$ cat src/rtl/deserializer_pkg.sv
// Shared types and sizing for the deserializer front end.
// DESERIALIZER_PARITY_EN adds an even-parity bit after each data word.
package deserializer_pkg;

  localparam int unsigned DESER_WIDTH = 8;
  localparam int unsigned DESER_CNT_W = DESER_WIDTH;

`ifdef DESERIALIZER_PARITY_EN
  localparam int unsigned DESER_BITS_PER_WORD = DESER_WIDTH + 1;
`else
  localparam int unsigned DESER_BITS_PER_WORD = DESER_WIDTH;
`endif

  typedef enum logic [0:0] {
    COLLECT  = 1'b0,
    WAIT_ACK = 1'b1
  } deser_state_t;

endpackage

$ cat src/rtl/deser_shift_reg.sv
// Left-shift register: new bit enters at the LSB, so the first bit ends up at the MSB.
module deser_shift_reg #(
  parameter int unsigned WIDTH = 8
) (
  input  logic             clk,
  input  logic             clear,
  input  logic             shift_en,
  input  logic             din,
  output logic [WIDTH-1:0] q
);

  always_ff @(posedge clk) begin
    if (clear) begin
      q <= '0;
    end else if (shift_en) begin
      q <= {q[WIDTH-2:0], din};
    end
  end

endmodule

$ cat src/rtl/deserializer.sv
// Serial-to-parallel front end: MSB-first word assembly with a ready/ack handshake.
// Optional DESERIALIZER_PARITY_EN: trailing even-parity bit, bad words dropped with a pulse.
module deserializer
  import deserializer_pkg::*;
(
  input  logic                   clock_100,
  input  logic                   reset,
  input  logic                   data_in,
  input  logic                   write_in,
  input  logic                   ack_in,
  output logic [DESER_WIDTH-1:0] data_out,
  output logic                   data_ready,
  output logic                   status_out
`ifdef DESERIALIZER_PARITY_EN
  ,
  output logic                   parity_err_out
`endif
);

  localparam int unsigned WIDTH = DESER_WIDTH;
  localparam int unsigned CNT_W = DESER_CNT_W;

  deser_state_t     state, state_nxt;
  logic [CNT_W-1:0] cnt, cnt_nxt;
  logic [WIDTH-1:0] data_out_nxt;
  logic             data_ready_nxt;
  logic             status_nxt;
  logic             shift_en;
  logic             shift_clr;
  logic [WIDTH-1:0] sr_q;
`ifdef DESERIALIZER_PARITY_EN
  logic             parity_err_nxt;
`endif

  // Shift register is cleared by reset as well as after each completed word.
  deser_shift_reg #(.WIDTH(WIDTH)) u_shift (
    .clk      (clock_100),
    .clear    (shift_clr | ~reset),
    .shift_en (shift_en),
    .din      (data_in),
    .q        (sr_q)
  );

  always_ff @(posedge clock_100) begin
    if (!reset) begin
      state      <= COLLECT;
      cnt        <= '0;
      data_out   <= '0;
      data_ready <= 1'b0;
      status_out <= 1'b1;
`ifdef DESERIALIZER_PARITY_EN
      parity_err_out <= 1'b0;
`endif
    end else begin
      state      <= state_nxt;
      cnt        <= cnt_nxt;
      data_out   <= data_out_nxt;
      data_ready <= data_ready_nxt;
      status_out <= status_nxt;
`ifdef DESERIALIZER_PARITY_EN
      parity_err_out <= parity_err_nxt;
`endif
    end
  end

  always_comb begin
    state_nxt      = state;
    cnt_nxt        = cnt;
    data_out_nxt   = data_out;
    data_ready_nxt = data_ready;
    status_nxt     = status_out;
    shift_en       = 1'b0;
    shift_clr      = 1'b0;
`ifdef DESERIALIZER_PARITY_EN
    parity_err_nxt = 1'b0;
`endif
    unique case (state)
      COLLECT: begin
        if (write_in) begin
`ifdef DESERIALIZER_PARITY_EN
          // Data bits are already in the register; this bit is parity only.
          if (cnt == CNT_W'(WIDTH)) begin
            cnt_nxt   = '0;
            shift_clr = 1'b1;
            if ((^sr_q) == data_in) begin
              data_out_nxt   = sr_q;
              data_ready_nxt = 1'b1;
              status_nxt     = 1'b0;
              state_nxt      = WAIT_ACK;
            end else begin
              parity_err_nxt = 1'b1;
            end
          end else begin
            shift_en = 1'b1;
            cnt_nxt  = cnt + CNT_W'(1);
          end
`else
          // Last bit bypasses the register straight into the output word.
          if (cnt == CNT_W'(WIDTH - 1)) begin
            cnt_nxt        = '0;
            shift_clr      = 1'b1;
            data_out_nxt   = {sr_q[WIDTH-2:0], data_in};
            data_ready_nxt = 1'b1;
            status_nxt     = 1'b0;
            state_nxt      = WAIT_ACK;
          end else begin
            shift_en = 1'b1;
            cnt_nxt  = cnt + CNT_W'(1);
          end
`endif
        end
      end
      WAIT_ACK: begin
        if (ack_in) begin
          data_ready_nxt = 1'b0;
          status_nxt     = 1'b1;
          state_nxt      = COLLECT;
        end
      end
      default: state_nxt = COLLECT;
    endcase
  end

endmodule

$ cat config.mk
export PLATFORM = sky130hd
export DESIGN_NAME = deserializer
export DESIGN_NICKNAME = d
export VERILOG_FILES = /design/src/rtl/deserializer_pkg.sv /design/src/rtl/deser_shift_reg.sv /design/src/rtl/deserializer.sv
export SDC_FILE = /design/constraint.sdc
export NUM_CORES = 1
export LEC_CHECK = 0
export ABC_CLOCK_PERIOD_IN_PS = 2200
export CAP_MARGIN = 30
export CORE_ASPECT_RATIO = 0.75
export CORE_MARGIN = 8
export CORE_UTILIZATION = 52
export DETAILED_ROUTE_END_ITERATION = 8
export GPL_TIMING_DRIVEN = 0
export PLACE_DENSITY = 0.76
export REMOVE_ABC_BUFFERS = 1
export SLEW_MARGIN = 20
export SYNTH_ARGS = -nofsm -noshare
export SYNTH_HDL_FRONTEND = slang
export SYNTH_HIERARCHICAL = 1
export SYNTH_SLANG_ARGS = --single-unit
$ cat constraint.sdc
create_clock -name clock_100 -period 2.2 [get_ports clock_100]
set_input_delay 0.22 -clock clock_100 [delete_from_list [all_inputs] [get_ports clock_100]]
set_output_delay 0.22 -clock clock_100 [all_outputs]
set_load 0.02 [all_outputs]
Word-level counts from Yosys, hierarchy flattened
Index checks and enable logic that the tools add are counted.
{"block": "word_totals", "ff_bits": 26, "input_bits": 5, "output_inout_bits": 10, "elab_cells": 34}
{"block": "op_classes", "add_sub_neg": 1, "n_eq_ne": 4, "n_mux": 17, "bitwise_logic": 3, "n_reduce_logical": 3}
{"op": "$mux W1", "n": 13}
{"op": "$add A8 B1 Y8 const B", "n": 1}
{"op": "$eq A8 B3 Y1 const B", "n": 1}
{"op": "$mux W8", "n": 1}
{"op": "$ne A2 B2 Y1 const B", "n": 3}
{"op": "$pmux W1 S2", "n": 3}
{"op": "$reduce_and A3 Y1", "n": 2}
{"op": "$not A1 Y1", "n": 2}
{"op": "$reduce_and A2 Y1", "n": 1}
{"op": "$or A1 B1 Y1", "n": 1}

Logic depth before layout (Yosys ltp)
{"block": "depth", "depth_word": 5, "mapped_depth": 7, "depth_no_buf": 6}

Cells and area by module
The synthesis kept the hierarchy.
{"module": "deserializer", "n_inst": 1, "cells_each": 93, "area_each_um2": 853.3, "seq_area_each_um2": 380.4}
{"module": "deser_shift_reg", "n_inst": 1, "cells_each": 26, "area_each_um2": 285.3, "seq_area_each_um2": 160.2}

Least setup slack after synthesis
OpenSTA, ideal clock, no wires.
{"block": "synth_path", "path_type": "register to register", "startpoint": "register cnt[4]", "endpoint": "register u_shift.q[0]", "setup_ps": 124, "arrival_time_ps": 1551, "required_time_ps": 2076, "setup_slack_ps": 525, "stages_incl_launch_ff": 7, "path_buffers": 1, "period_less_slack_ps": 1675, "cell_sequence": "dfxtp_1 -> or4_4 -> nor3_1 -> nor2_1 -> buf_6 -> mux2i_1 -> nor2_1"}
{"block": "synth_between", "word_cells_on_any_way": 8, "classes_between": "1 x eq/ne; 6 x mux; 1 x bitwise"}
{"element": "from (decl)", "line_no": "deserializer.sv:24", "source": "logic [CNT_W-1:0] cnt, cnt_nxt;"}
{"element": "from (signal assigned)", "line_no": "deserializer.sv:56", "source": "cnt <= cnt_nxt;"}
{"element": "$eq A8 B3 Y1", "line_no": "deserializer.sv:99", "source": "if (cnt == CNT_W'(WIDTH - 1)) begin"}
{"element": "$mux W1", "line_no": "deserializer.sv:99"}
{"element": "$mux W1", "line_no": "deserializer.sv:79", "source": "if (write_in) begin"}
{"element": "$mux W1", "line_no": "deserializer.sv:77", "source": "unique case (state)"}
{"element": "net shift_en", "line_no": "deserializer.sv:28", "source": "logic shift_en;"}
{"element": "to (signal assigned)", "line_no": "deser_shift_reg.sv:16", "source": "q <= {q[WIDTH-2:0], din};"}
{"element": "to (decl)", "line_no": "deser_shift_reg.sv:9", "source": "output logic [WIDTH-1:0] q"}
The timed path passes the listed nets, and every way through them passes these cells.
A chain may end at the register's enable or synchronous reset.

Final worst setup path
{"block": "layout_path", "startpoint": "register cnt[4]", "endpoint": "register u_shift.q[3]"}
{"block": "layout_between", "elab_chain_cells": 5, "word_cells_on_any_way": 8, "classes_between": "1 x eq/ne; 6 x mux; 1 x bitwise"}
{"element": "$eq A8 B3 Y1 (*)", "line_no": "deserializer.sv:99"}
{"element": "$mux W1", "line_no": "deserializer.sv:99"}
{"element": "$mux W1", "line_no": "deserializer.sv:79"}
{"element": "$mux W1", "line_no": "deserializer.sv:77"}
{"element": "$or A1 B1 Y1", "line_no": "deserializer.sv:38", "source": ".clear (shift_clr | ~reset),"}
Every way passes the cells marked *; elsewhere a longest branch is shown, timed or not.

==> reports/qor.txt <==
WS Path Type - reg2reg
Hold WC Path Type - reg2reg
width of the die - 69.23 µm
power density cells - 603.6 mW/mm²
Max-cap violations - 0
TritonRoute pass-1 iters - 4
Fmax - 0.5145 GHz
Routed WL per cell - 12.70 µm
part of the power in registers - 63.6%
reg2reg setup slack - 0.26 ns
Switch Pwr - 0.1634 mW
largest net degree at the start of global routing - 25
P_int - 0.5949 mW
initial antenna violation count - 0
row count - 14
crit share post-route - 88.35%
Bufs and invs on worst path - 1
gp weighted congestion - 0.7805
Gates resized, CTS repair - 0
CP delay by family, top - simple AND/OR/NAND/NOR gates
Slew HR - 46.32%
share of cells above drive strength 1 - 6.250%
CP Depth - 4
GRT Resource Usage Total - 10.40%
Critical Path Source Type - flop
Comb power frac - 5.3%
required time worst endpoint - 2.42 ns
post-DP HPWL - 1373 µm
Slew Limit Fails - 0
yosys warns - 6
Final ANT Viol Nets - 0
CTS tree - yes
final wirelength - 1931 µm
crit path from - cnt[4]$_SDFFE_PN0P_
hold_buf cts - 0
switch share - 21.55%
leakage - 0.4470 nW
clk sinks - 26
outcome - finished, final reports clean
Critical Path Fanout Max - 6
worst reg2reg path startpoint - cnt[4]$_SDFFE_PN0P_
Slowest cell on crit path - or4_4
post-route setup TNS - 0 ns
vias in the first global route - 783
root buffer cell - clkbuf_4
die area - 0.003871 mm²
Synth Cell Area - 0.001105 mm²
# diodes - 0
Nets - 135
Hold Startpoint - data_out[0]$_SDFFE_PN0P_
crit-path cells - or4_4 > o31ai_1 > buf_2 > nor2_1
DRC - 0
post-synthesis cell count - 116
htree depth - 1
Placed Cells incl. Taps - 148
hold violation count in the final report - 0
Die H - 55.92 µm
Clock Path Buffers - 2
Worst Tran Pin Value - 0.8027 ns
skew final - 0.006710 ns
final setup vio count - 0
synthesized area per cell - 9.524 µm²
slowest stage delay, CP - 0.58 ns
cell depth of the worst hold path - 2
Arr. time, crit path - 2.16 ns
Clock Latency Late Sink - 0.32 ns
total congestion overflow - 0
first-pass GRT wire length - 3519 µm
post-layout util - 62.36%
total number of vias - 805
Initial Util - 54.84%
Peak VDD IR - 0.4710 mV
port bufs - 14
core area - 0.002014 mm²
clk slew on worst S/H paths - 0.14 ns
1st-iter DRT viols - 24
fin crit period - 1.944 ns
total power - 0.7582 mW
Finished Layout Cells - 152
Ports - 15
clock power share - 31.1%
unrepaired setup endpoints after global routing - no
CTS buffer count - 3
P&R area growth vs syn - 13.70%
r2r worst-path depth - 4
via-per-instance ratio - 5.296
Crit. End Element - flop
Post-CTS Setup Inserts - 0
-- through the flow --
step	worst slack, ns	hold slack (ns)	area (µm²)
5_1_grt	0.1552	0.4963	1256
6_report	0.2562	0.4699	1256
4_1_cts	0.2539	0.4622	1256
3_3_place_gp	0.002009	0.4419	1215
3_5_place_dp	-0.05848	0.4489	1220
2_1_floorplan	0.4283	0.3089	1045
-- worst register-to-register path: cells and delay by family, from the launching register on --
family	cells	cell delay, ns
and+or+nand+nor	2	0.65
DFF	1	0.38
buffers and inverters	1	0.28
AOI/OAI and AO/OA	1	0.54
-- final cells by class --
| type | count | area [µm²] |
|---|---|---|
| fill | 180 | 758.2 |
| timing repair buffer | 15 | 145.1 |
| multi-input combinational | 80 | 513.0 |
| inverter | 3 | 11.26 |
| clock buffer | 4 | 36.28 |
| tap | 24 | 30.03 |
| sequential | 26 | 520.5 |
-- per-layer routing --
metal	track usage, %	routed length [µm]	vias to the layer above
li1	-	-	424
met1	12.90	998	365
met2	16.14	826	16
met3	5.348	106	0
met4	0.8746	0	0
met5	0	0	-
-- placed cells by master, fill, tap and decap left out --
cell	instances
a21oi_1	4
and2_1	1
buf_2	1
clkbuf_4	3
clkbuf_8	1
clkdlybuf4s50_1	14
dfxtp_1	26
ha_1	1
inv_1	3
mux2i_1	15
nand2_1	20
nand2b_1	1
nand3_1	3
nand3b_1	1
nand4_1	1
nand4b_1	1
nor2_1	10
nor2b_1	1
nor3_1	1
nor3_4	1
o211ai_1	2
o21a_1	2
o21ai_0	3
o31ai_1	4
or3_1	1
or3_2	1
or4_1	3
or4_4	1
xor2_1	2
-- state kept, by name, summed over array words and instances, names as in the netlist --
| name | count |
|---|---|
| cnt | 8 |
| data_out | 8 |
| u_shift/q | 7 |
| data_ready | 1 |
| state | 1 |
| status_out | 1 |
-- final timing paths --
check,endpoint
min reg2reg,data_out[0]$_SDFFE_PN0P_
min,data_out[0]$_SDFFE_PN0P_
max reg2reg,u_shift/q[3]$_SDFFE_PP0P_
max,u_shift/q[3]$_SDFFE_PP0P_
-- power groups by stage --
stage	clock, mW	combinational [mW]	sequential [mW]
floorplan	0	0.0207	0.491
global placement	0	0.0378	0.492
finish	0.236	0.0402	0.482
CTS	0.250	0.0404	0.482
global route	0.267	0.0452	0.484
detailed placement	0	0.0399	0.493
No activity file was read; power rests on OpenSTA's default activity.
